<file path="src/rtl/z80_bus_router.sv">
// Z80 data-bus steering: memory/IO strobe decode with programmable wait states,
// per-channel IO select, and IM2 interrupt-acknowledge vectoring.
module z80_bus_router #(
  parameter int unsigned    DW         = 8,
  parameter int unsigned    AW         = 16,
  parameter int unsigned    SEL_W      = 2,
  parameter int unsigned    IO_SEL_LSB = 6,
  parameter int unsigned    MEM_WAIT   = 0,
  parameter int unsigned    IO_WAIT    = 2,
  parameter logic [DW-1:0]  VEC_BASE   = 8'hE0,
  localparam int unsigned   NUM_IO     = 2**SEL_W
) (
  input  logic                 clk,
  input  logic                 reset,
  input  logic                 mreq,
  input  logic                 ioreq,
  input  logic                 rd,
  input  logic                 wr,
  input  logic                 m1,
  input  logic [AW-1:0]        addr,
  input  logic [DW-1:0]        cpu_dout,
  output logic [DW-1:0]        cpu_din,
  output logic                 cpu_din_oe,
  output logic                 wait_n,
  input  logic [DW-1:0]        mem_din,
  output logic [DW-1:0]        mem_dout,
  output logic                 mem_re,
  output logic                 mem_we,
  input  logic [NUM_IO*DW-1:0] io_din,
  output logic [DW-1:0]        io_dout,
  output logic [NUM_IO-1:0]    io_sel,
  output logic                 io_re,
  output logic                 io_we,
  output logic                 io_active,
  input  logic [NUM_IO-1:0]    irq_req,
  output logic [NUM_IO-1:0]    irq_ack,
  output logic                 int_n
);

  if (MEM_WAIT > 15 || IO_WAIT > 15) begin : g_bad_wait
    $error("z80_bus_router: MEM_WAIT and IO_WAIT must be within 0..15");
  end

  typedef enum logic [2:0] {
    IDLE,
    MEM,
    IO,
    INTA,
    CAPT,
    HOLD
  } state_t;

  state_t           state;
  logic [3:0]       cnt;
  logic [SEL_W-1:0] ch;
  logic             is_read;
  logic             is_io;
  logic [SEL_W-1:0] irq_idx;
  logic             irq_any;

  logic [SEL_W-1:0] ch_c;
  logic [SEL_W-1:0] irq_idx_c;
  logic [DW-1:0]    vec_c;
  logic [DW-1:0]    io_rdata_c;
  logic             req_gone_c;
  logic             addr_unused;

  assign addr_unused = ^addr;
  assign ch_c        = addr[IO_SEL_LSB +: SEL_W];
  assign vec_c       = VEC_BASE | (DW'(irq_idx) << 1);
  assign io_rdata_c  = io_din[int'(ch)*DW +: DW];
  assign req_gone_c  = is_io ? ioreq : mreq;

  // Lowest set bit wins: scan downwards so the last hit is the lowest index.
  always_comb begin
    irq_idx_c = '0;
    for (int unsigned i = NUM_IO; i > 0; i--) begin
      if (irq_req[i-1]) irq_idx_c = SEL_W'(i-1);
    end
  end

  always_ff @(posedge clk or posedge reset) begin
    if (reset) begin
      state      <= IDLE;
      cnt        <= '0;
      ch         <= '0;
      is_read    <= 1'b0;
      is_io      <= 1'b0;
      irq_idx    <= '0;
      irq_any    <= 1'b0;
      cpu_din    <= '0;
      cpu_din_oe <= 1'b0;
      wait_n     <= 1'b1;
      int_n      <= 1'b1;
      mem_dout   <= '0;
      io_dout    <= '0;
      mem_re     <= 1'b0;
      mem_we     <= 1'b0;
      io_re      <= 1'b0;
      io_we      <= 1'b0;
      io_sel     <= '0;
      io_active  <= 1'b0;
      irq_ack    <= '0;
    end else begin
      mem_re  <= 1'b0;
      mem_we  <= 1'b0;
      io_re   <= 1'b0;
      io_we   <= 1'b0;
      irq_ack <= '0;
      int_n   <= ~|irq_req;

      case (state)
        IDLE: begin
          if (!ioreq && !m1) begin
            state   <= INTA;
            irq_idx <= irq_idx_c;
            irq_any <= |irq_req;
          end else if (!ioreq && (rd ^ wr)) begin
            state     <= IO;
            is_io     <= 1'b1;
            is_read   <= !rd;
            ch        <= ch_c;
            cnt       <= 4'(IO_WAIT);
            io_sel    <= NUM_IO'(1) << ch_c;
            io_active <= 1'b1;
            // Reads hold the CPU until data is captured; writes only for the count.
            wait_n    <= rd && (IO_WAIT == 0);
          end else if (!mreq && (rd ^ wr)) begin
            state   <= MEM;
            is_io   <= 1'b0;
            is_read <= !rd;
            cnt     <= 4'(MEM_WAIT);
            wait_n  <= rd && (MEM_WAIT == 0);
          end
        end

        MEM, IO: begin
          if (req_gone_c) begin
            state     <= IDLE;
            wait_n    <= 1'b1;
            io_sel    <= '0;
            io_active <= 1'b0;
          end else if (cnt != 4'd0) begin
            cnt    <= cnt - 4'd1;
            wait_n <= !is_read && (cnt == 4'd1);
          end else if (is_read) begin
            state  <= CAPT;
            wait_n <= 1'b0;
            if (is_io) io_re  <= 1'b1;
            else       mem_re <= 1'b1;
          end else begin
            state  <= HOLD;
            wait_n <= 1'b1;
            if (is_io) begin
              io_dout <= cpu_dout;
              io_we   <= 1'b1;
            end else begin
              mem_dout <= cpu_dout;
              mem_we   <= 1'b1;
            end
          end
        end

        CAPT: begin
          state      <= HOLD;
          cpu_din    <= is_io ? io_rdata_c : mem_din;
          cpu_din_oe <= 1'b1;
          wait_n     <= 1'b1;
        end

        INTA: begin
          state      <= HOLD;
          cpu_din_oe <= 1'b1;
          if (irq_any) begin
            cpu_din          <= vec_c;
            irq_ack[irq_idx] <= 1'b1;
          end else begin
            cpu_din <= '1;
          end
        end

        HOLD: begin
          if (mreq && ioreq) begin
            state      <= IDLE;
            cpu_din_oe <= 1'b0;
            io_sel     <= '0;
            io_active  <= 1'b0;
          end
        end

        default: state <= IDLE;
      endcase
    end
  end

endmodule

</file>
<file path="config.mk">
export PLATFORM = sky130hd
export DESIGN_NAME = z80_bus_router
export DESIGN_NICKNAME = d
export VERILOG_FILES = /design/src/rtl/z80_bus_router.sv
export SDC_FILE = /design/constraint.sdc
export NUM_CORES = 1
export LEC_CHECK = 0
export BUFFER_PORTS_ARGS = -buffer_cell sky130_fd_sc_hd__buf_2
export CORE_MARGIN = 5
export CORE_UTILIZATION = 30
export CTS_CLUSTER_DIAMETER = 200
export DETAILED_ROUTE_END_ITERATION = 8
export GPL_TIMING_DRIVEN = 0
export PLACE_DENSITY_LB_ADDON = 0.05
export SETUP_SLACK_MARGIN = 0.3
export SLEW_MARGIN = 20
export SYNTH_ARGS = -nofsm -noshare
export SYNTH_HDL_FRONTEND = slang
export SYNTH_SLANG_ARGS = --single-unit
</file>
<file path="constraint.sdc">
create_clock -name clk -period 2.3 [get_ports clk]
set_input_delay 0.345 -clock clk [delete_from_list [all_inputs] [get_ports clk]]
set_output_delay 0.345 -clock clk [all_outputs]
set_load 0.01 [all_outputs]
</file>
## Word-level counts from Yosys, hierarchy flattened

Index checks and enable logic that the tools add are counted.

- Register bits: 54
- Input bits: 75

- Bitwise operators: 6
- Eq/ne operators: 15
- Add/subtract/negate cells: 1
- Reduce and logical (&&, ||, !) cells: 33
- Shift-type cells: 2
- $lt $le $gt $ge: 2
- Mux-type cells: 66

Operator list:

| kind | number |
|---|---|
| two-way mux 4 bit | 11 |
| two-way mux 1 bit | 35 |
| variable part select 32 x 6 -> 8 bit | 1 |
| AND reduction 5 bit | 4 |
| two-way mux 3 bit | 6 |
| case mux 8 bit (2 select lines) | 1 |
| inequality test 2 bit, second input constant | 6 |
| case mux 3 bit (4 select lines) | 1 |
| case mux 4 bit (3 select lines) | 1 |
| AND reduction 3 bit | 4 |
| two-way mux 2 bit | 4 |
| two-way mux 8 bit | 1 |
| case mux 4 bit (2 select lines) | 1 |
| nonzero test 2 bit | 4 |
| == test 3 x 2 -> 1 bit, second input constant | 2 |
| == test 3 bit, second input constant | 2 |
| logical AND 1 bit | 6 |
| logical NOT 1 bit | 6 |
| inequality test 3 bit, second input constant | 2 |
| case mux 1 bit (3 select lines) | 2 |
| nonzero test 3 bit | 2 |
| two-way mux 5 bit | 1 |
| NOT 1 bit | 5 |
| == test 4 x 1 -> 1 bit, second input constant | 1 |
| 14 further kinds | 16 |

## Depth between registers and ports, before layout

Gate-level depths: netlist of the first run.

- Depth after elaboration: 6
- Mapped depth: 8
- Gate-level depth less buffers: 7

## Least setup slack after synthesis of the first run

OpenSTA, ideal clock, no wires.

- Kind: register to register
- Start: register cnt[0]
- End: register mem_dout[0]
- Required time: 2.175 ns
- Period minus slack after synthesis: 1.966 ns
- Setup slack: 0.334 ns
- Cell stages (with the launch flop): 7
- Arrival time: 1.841 ns
- Path through: dfrtp_1 -> inv_1 -> ha_1 -> or3b_1 -> clkbuf_1 -> nor4_4 -> mux2_2

- Cells in the longest elaborated chain, start to end: 3

Ends and longest elaborated chain:

| element | line | source |
|---|---|---|
| from (decl) | 54 | `logic [3:0] cnt;` |
| from (signal assigned) | 123 | `cnt <= 4'(IO_WAIT);` |
| from (signal assigned) | 132 | `cnt <= 4'(MEM_WAIT);` |
| from (signal assigned) | 144 | `cnt <= cnt - 4'd1;` |
| nonzero test 4 bit | 143 | `end else if (cnt != 4'd0) begin` |
| NOT 1 bit (no line) | n/a |  |
| AND reduction 5 bit (no line) | n/a |  |
| to (signal assigned) | 158 | `mem_dout <= cpu_dout;` |
| to (decl) | 26 | `output logic [DW-1:0] mem_dout,` |

Every way passes these cells.
A chain may end at the register's enable or synchronous reset.

## Worst setup path after layout of the first run

- Start: register cnt[1]
- End: register mem_dout[0]

The elaborated chain is that of the path after synthesis.

==> run_results.csv, run 1 <==
group,metric,value,unit
run_status,outcome,"completed",
timing,hold_slack,0.130,ns
worst_setup_path,path_max_fanout,5,
cells_and_area,nNetsFinal,435,
power_and_ir_drop,p_leak,1.80,nW
power_and_ir_drop,p_switching,0.00174,W
global_route,grt_pass1_wl,12100,um
timing,worst_pin_slew,0.680,ns
global_route,grt_pass1_vias,2467,
cells_and_area,fill_cells,915,
yosys,synth_mux_area_share,17.6,%
power_and_ir_drop,p_sw_share,40.4,%
detailed_routing,post-route-drc-count,0,
worst_setup_path,critical-path-max-stage-delay,0.42,ns
power_and_ir_drop,seq_power_share,35.2,%
global_route,grt_antenna_before_repair,0,
worst_setup_path,cp_num_buf_inv,4,
yosys,synthXorXnorAreaFrac,1.30,%
yosys,synthAdderAreaFrac,0.927,%
power_and_ir_drop,clock_power_share,13.7,%
cts,cts_hold_buf,0,
cts,cts_sinks,54,
worst_setup_path,critPathKind,"reg2reg",
floorplanning,row_count,34,
worst_setup_path,slowest_stage,"dfrtp_1",
detailed_routing,viasPerCell,4.96,
cells_and_area,final_cells,467,
hold_path,min_path_type,"in2async",
yosys,yosysTopAreaCell,"dfrtp_1",
cts,root_buffer,"clkbuf_8",
timing,drv_slew,0,
worst_setup_path,crit_arrival,2.22,ns
floorplanning,start_util,30.8,%
cts,cts_tree,"built",
worst_setup_path,required,2.50,ns
timing,skew,0.00897,ns
cells_and_area,post-route-util,41.1,%
cells_and_area,drive_gt1_share,45.1,%
power_and_ir_drop,finalPower,0.00430,W
worst_setup_path,startpoint,"cnt[1]$_DFFE_PP0P_",
detailed_routing,ant_nets,0,
detailed_routing,drt_wl_total,7420,um
job,timing.max_cap.violations,0,
yosys,synth_top_area_share,48.2,%
place,dpl-instance-area,3340,um^2
timing,rsz0062_at_grt,"yes",
timing,hold_viol,0,
timing,relSlewSlack,54.7,%
cts,clock_latency,0.31,ns
yosys,yosys_warnings,0,
yosys,synth_area,2700,um^2
cts,cts_buffers,5,
timing,max_freq,0.497,GHz
detailed_routing,via_count,2318,
global_route,grt_max_degree,55,
power_and_ir_drop,vdd_ir_drop_max,0.399,mV
detailed_routing,drtPass1Iterations,4,
yosys,synth_edf_count,0,
yosys,synth_simple_gate_area_share,13.1,%
power_and_ir_drop,power_density,1190,nW/um^2
place,place_hpwl,5490,um
worst_setup_path,timing.rr.start,"cnt[1]$_DFFE_PP0P_",
yosys,synth_compound_area_share,13.2,%
yosys,avgSynthCellArea,11.1,um^2
yosys,synthArstFlopShare,100,%
worst_setup_path,crit_path_end_kind,"register",
yosys,synthTopCellsByArea,"dfrtp_1 48%, mux2_2 6.7%, mux4_2 6.7%, mux2i_1 3.7%, a21oi_1 3.2%",
place,dp_cells,452,
cells_and_area,diodes,0,
timing,finalCritPeriodShare,87.5,%
timing,finalSetupViolations,0,
floorplanning,io_pins,115,
timing,finalCriticalPeriod,2.01,ns
floorplanning,die_x,105,um
yosys,synth_seq_area_share,50.2,%
detailed_routing,avgRoutedWirePerCell,15.9,um
worst_setup_path,crit_family,"buffers and inverters",
worst_setup_path,start_kind,"register",
floorplanning,coreArea,8760,um^2
worst_setup_path,worstPathCellList,"inv_2 > ha_4 > or3b_4 > buf_6 > nor4_4 > buf_4 > buf_12 > mux2_2",
global_route,track_usage,13.2,%
yosys,synth_top_family_by_area,"multiplexers",
power_and_ir_drop,pwr-share-comb,51.1,%
cts,clk_pin_slew,0.12,ns
cells_and_area,synthToLayoutAreaGrowth,33.6,%
yosys,synth_nets,321,
place,port_buffers,100,
yosys,synth_cell_type_count,47,
place,gp_congestion,0.801,
yosys,synthCells,244,
floorplanning,dieHeight,105,um
power_and_ir_drop,p_int,0.00257,W
cts,clock_path_buffers,2,
yosys,ys_ff_latch,54,
yosys,synth_flop_cell,"dfrtp_1",
cts,cts.htree.levels,2,
floorplanning,die-area,11000,um^2
detailed_routing,first_iter_violations,87,
cells_and_area,fin_area,3610,um^2
global_route,overflow,0,
[metal layers]
metal	vias up	wire length (um)	GRT usage [%]
li1	1118	-	-
met5	-	0	0
met4	0	104	3.84
met3	7	520	3.70
met1	1106	3390	17.5
met2	87	3400	21.3
[cells by family (layout without fill, tap and decap cells)]
| kind of cell | Yosys count | count (layout) |
|---|---|---|
| buffers and inverters | 23 | 138 |
| and+or+nand+nor | 69 | 69 |
| adders and majority gates | 2 | 2 |
| DFF | 54 | 54 |
| muxes | 35 | 35 |
| AOI/OAI and AO/OA | 57 | 57 |
| xor gates and xnor gates | 4 | 4 |
[cells in the final DEF, fill, tap and decap left out, types with 6 or more instances in the layout]
cell type	count
mux2_4	7
nand2_1	20
a21oi_1	16
buf_2	102
nor2_1	19
nand3_1	6
dfrtp_1	52
buf_4	6
o21ai_0	17
mux4_2	8
mux2i_1	10
mux2_2	9
inv_1	9
[layout make-up]
class                           count  area (um^2)  area share (%)
Clock inverter                      3         28.8           0.798
Timing Repair Buffer              107          583            16.2
Clock buffer                        5         68.8            1.91
Inverter                           12         47.5            1.32
Tap cell                          108          135            3.75
Sequential cell                    54         1350            37.5
Buffer                             11         66.3            1.84
Multi-Input combinational cell    167         1320            36.7
[synth_stat cells (all sizes together), types with 3 or more instances]
library cell / number
nand2: 20
buf: 5
nor2: 20
mux4: 8
a21oi: 17
nor2b: 4
nor4: 4
inv: 12
dfrtp: 52
o211ai: 5
nor3: 4
nand3: 7
mux2: 16
o21ai: 17
mux2i: 11
a21o: 3
clkbuf: 6
[state kept, by name (all words and copies together) (netlist names)]
name / cells
int_n: 1
mem_we: 1
is_read: 1
cnt: 4
io_dout: 8
io_sel: 4
is_io: 1
mem_dout: 8
cpu_din_oe: 1
cpu_din: 8
irq_ack: 4
ch: 2
irq_idx: 2
io_re: 1
state: 3
irq_any: 1
mem_re: 1
io_active: 1
io_we: 1
wait_n: 1
[power by group through the flow]
stage | clock network [W] | logic [W] | registers, W
2_1_floorplan | 0 | 0.00129 | 0.00162
3_3_place_gp | 0 | 0.00203 | 0.00154
3_5_place_dp | 0 | 0.00204 | 0.00154
4_1_cts | 0.000611 | 0.00208 | 0.00151
5_1_grt | 0.000648 | 0.00247 | 0.00157
6_report | 0.000589 | 0.00220 | 0.00152
[path summary, 6_finish.rpt]
| path | endpoint | slack, ns | cells after the start |
|---|---|---|---|
| min | irq_ack[1]$_DFF_PP0_ | 0.13 | 2 |
| max reg2reg | mem_dout[0]$_DFFE_PP0P_ | 0.29 | 8 |
| max | mem_dout[0]$_DFFE_PP0P_ | 0.29 | 8 |
| max in group asynchronous | cpu_din_oe$_DFFE_PP0P_ | 1.72 | 2 |
| min reg2reg | io_active$_DFFE_PP0P_ | 0.49 | 1 |
| min in group clk | int_n$_DFF_PP1_ | 0.18 | 2 |
[per-stage QoR]
step | setup TNS [ns] | setup WS (ns)
final | 0 | 0.287
after global routing | 0 | 0.202
after detailed placement | -0.0759 | -0.0117
after CTS | 0 | 0.140
after floorplan | 0 | 0.334
after global placement | -9.11 | -0.179
[what timing repair did]
action / CTS / global route
cloned: 0 / 1
pin swaps: 1 / 2
endpoints found under the setup margin: 18 / 27
resized for setup: 3 / 25
buffers inserted: 2 / 4
(Power assumes the default switching activity.)
==> run 2: changes to the inputs <==
--- a/config.mk
+++ b/config.mk
@@ -7,11 +7,12 @@
 export LEC_CHECK = 0
 export BUFFER_PORTS_ARGS = -buffer_cell sky130_fd_sc_hd__buf_2
 export CORE_MARGIN = 5
-export CORE_UTILIZATION = 30
+export CORE_UTILIZATION = 45
 export CTS_CLUSTER_DIAMETER = 200
 export DETAILED_ROUTE_END_ITERATION = 8
 export GPL_TIMING_DRIVEN = 0
 export PLACE_DENSITY_LB_ADDON = 0.05
+export REMOVE_ABC_BUFFERS = 1
 export SETUP_SLACK_MARGIN = 0.3
 export SLEW_MARGIN = 20
 export SYNTH_ARGS = -nofsm -noshare
==> run 2 against run 1 <==
Compared with the run above: clock power rose by 11%; clock skew fell by 0.0042 ns; sequential power rose by 11%; fmax rose by 5.1%; cell area fell by 3.4%; worst hold slack improved by 0.0074 ns; sequential share of layout area rose by 1.5 points; via count fell by 4.3%; register-to-register slack improved by 0.098 ns; critical endpoint is now mem_dout[6]$_DFFE_PP0P_.
==> run_results.csv, run 2 (synthesis gave the netlist of run 1 again) <==
group,metric,value,unit
run_status,outcome,"completed",
worst_setup_path,crit_arrival,2.11,ns
power_and_ir_drop,clock_power_share,15.4,%
power_and_ir_drop,p_leak,1.75,nW
global_route,grt_pass1_vias,2110,
cells_and_area,layout_common_cells,"100 x buf_2, 48 x dfrtp_1, 20 x nand2_1, 19 x nor2_1",
detailed_routing,via_count,2219,
timing,worst_pin_slew,0.643,ns
global_route,overflow,0,
job,timing.max_cap.violations,0,
global_route,grt_max_degree,55,
cells_and_area,multi_input_area,1280,um^2
cells_and_area,diodes,0,
cts,cts_buffers,5,
worst_setup_path,start_kind,"register",
worst_setup_path,cp_num_buf_inv,2,
cts,clk_pin_slew,0.10,ns
timing,finalSetupViolations,0,
cts,cts_sinks,54,
floorplanning,dieHeight,87.4,um
timing,hold_slack,0.137,ns
power_and_ir_drop,p_sw_share,38.1,%
detailed_routing,avgRoutedWirePerCell,15.2,um
timing,finalCriticalPeriod,1.92,ns
cells_and_area,reg_top3,"cpu_din (8), io_dout (8), mem_dout (8)",
worst_setup_path,r2r_setup_slack,0.38,ns
timing,max_freq,0.522,GHz
cells_and_area,nNetsFinal,428,
global_route,grt_pass1_wl,10300,um
cells_and_area,final_common_cell,"buf_2",
timing,relSlewSlack,57.1,%
power_and_ir_drop,vdd_ir_drop_max,0.609,mV
worst_setup_path,slowest_stage,"or3b_4",
cts,clock_path_buffers,2,
timing,skew,0.00480,ns
power_and_ir_drop,pwr-share-comb,44.9,%
timing,rsz0062_at_grt,"no",
global_route,track_usage,17.0,%
cells_and_area,fill_cells,493,
floorplanning,row_count,28,
worst_setup_path,path_max_fanout,6,
worst_setup_path,critical-path-max-stage-delay,0.43,ns
power_and_ir_drop,power_density,1220,nW/um^2
cts,cts_hold_buf,0,
floorplanning,start_util,45.9,%
worst_setup_path,crit_path_end_kind,"register",
detailed_routing,viasPerCell,5.20,
floorplanning,io_pins,115,
worst_setup_path,crit_cells,6,
worst_setup_path,critPathKind,"reg2reg",
place,post-place-ws,-0.257,ns
timing,finalCritPeriodShare,83.3,%
worst_setup_path,timing.rr.start,"cnt[0]$_DFFE_PP0P_",
place,port_buffers,100,
cells_and_area,regArea,1360,um^2
global_route,grt_antenna_before_repair,0,
cells_and_area,synthToLayoutAreaGrowth,29.1,%
cts,cts_tree,"built",
worst_setup_path,rr_endpoint,"mem_dout[6]$_DFFE_PP0P_",
global_route,grt_util_met1,24.4,%
global_route,use_met3,3.50,%
detailed_routing,first_iter_violations,92,
floorplanning,coreArea,5890,um^2
worst_setup_path,crit_family,"simple AND/OR/NAND/NOR gates",
cts,clock_latency,0.30,ns
cells_and_area,drive_gt1_share,44.9,%
detailed_routing,post-route-drc-count,0,
worst_setup_path,worstPathCellList,"inv_1 > ha_2 > or3b_4 > nor4_4 > buf_4 > mux2_2",
global_route,top_usage_layer,"met2",
detailed_routing,drtPass1Iterations,4,
place,place_hpwl,4820,um
power_and_ir_drop,p_switching,0.00162,W
cts,cts.htree.levels,2,
detailed_routing,ant_nets,0,
place,gp_congestion,0.829,
power_and_ir_drop,p_int,0.00263,W
hold_path,min_path_type,"in2async",
worst_setup_path,crit_end,"mem_dout[6]$_DFFE_PP0P_",
timing,drv_slew,0,
power_and_ir_drop,seq_power_share,39.7,%
worst_setup_path,required,2.49,ns
detailed_routing,drt_wl_total,6490,um
timing,setup_ws,0.385,ns
worst_setup_path,reg2reg_depth,6,
floorplanning,die_x,87.4,um
floorplanning,die-area,7650,um^2
timing,hold_viol,0,
cts,root_buffer,"clkbuf_8",
global_route,grt_util_met2,26.6,%
worst_setup_path,startpoint,"cnt[0]$_DFFE_PP0P_",
==> run 2: cell types whose count changed in the layout (fill, tap and decap cells not counted), moves of 2 or more <==
cell,change
clkbuf_1,-2
dfrtp_1,-4
dfrtp_2,+3
buf_6,-2
inv_2,-2
clkinv_4,-2
mux2_4,-7
buf_4,+5
clkbuf_2,-3
inv_1,+2
buf_2,-2
mux2_2,+7
==> run 2: repair_timing <==
item,in CTS,in global routing
cloned,0,0
hold endpoints to repair,0,0
buffers inserted,3,8
pin swaps,1,1
resized for setup,8,4
endpoints found under the setup margin,26,16
==> run 2: metrics by stage <==
step	util, %	instance area, um^2	setup TNS, ns	cells	total power [W]
2_1_floorplan	-	2640	0	233	0.00284
3_3_place_gp	55.0	3240	-5.45	408	0.00341
3_5_place_dp	55.1	3240	-2.73	408	0.00344
4_1_cts	57.8	3400	0	419	0.00414
5_1_grt	59.2	3480	0	427	0.00462
6_report	59.2	3480	0	427	0.00425
==> run 2: layout make-up <==
| type | count | area share, % |
|---|---|---|
| Clock buffer | 7 | 2.48 |
| Sequential cell | 54 | 39.1 |
| Multi-Input combinational cell | 167 | 36.8 |
| Clock inverter | 1 | 0.862 |
| Tap cell | 75 | 2.69 |
| Timing Repair Buffer | 111 | 16.7 |
| Inverter | 12 | 1.36 |
==> run 2: how the worst min path moves through the flow <==
stage                                      from                       to  slack [ns]
after floorplan                      irq_req[1]          int_n$_DFF_PP1_        0.38
after CTS                                 reset   io_dout[4]$_DFFE_PP0P_        0.16
after global placement    io_active$_DFFE_PP0P_    io_active$_DFFE_PP0P_        0.46
final                                     reset  mem_dout[2]$_DFFE_PP0P_        0.14
after detailed placement  io_sel[0]$_DFFE_PP0P_    io_sel[0]$_DFFE_PP0P_        0.46
after global routing                      reset   io_dout[4]$_DFFE_PP0P_        0.19
==> run 2: metal layers <==
metal	vias up	part of all wire, %
met1	1060	44
met3	2	6.0
met4	0	0.42
li1	1100	-
met5	-	0
met2	57	50
==> run 2: power by group through the flow <==
stage	sequential (W)	combinational, W	clock, W
floorplan	0.00179	0.00105	0
CTS	0.00171	0.00176	0.000664
global route	0.00175	0.00214	0.000725
detailed placement	0.00176	0.00168	0
global placement	0.00175	0.00166	0
finish	0.00169	0.00190	0.000655
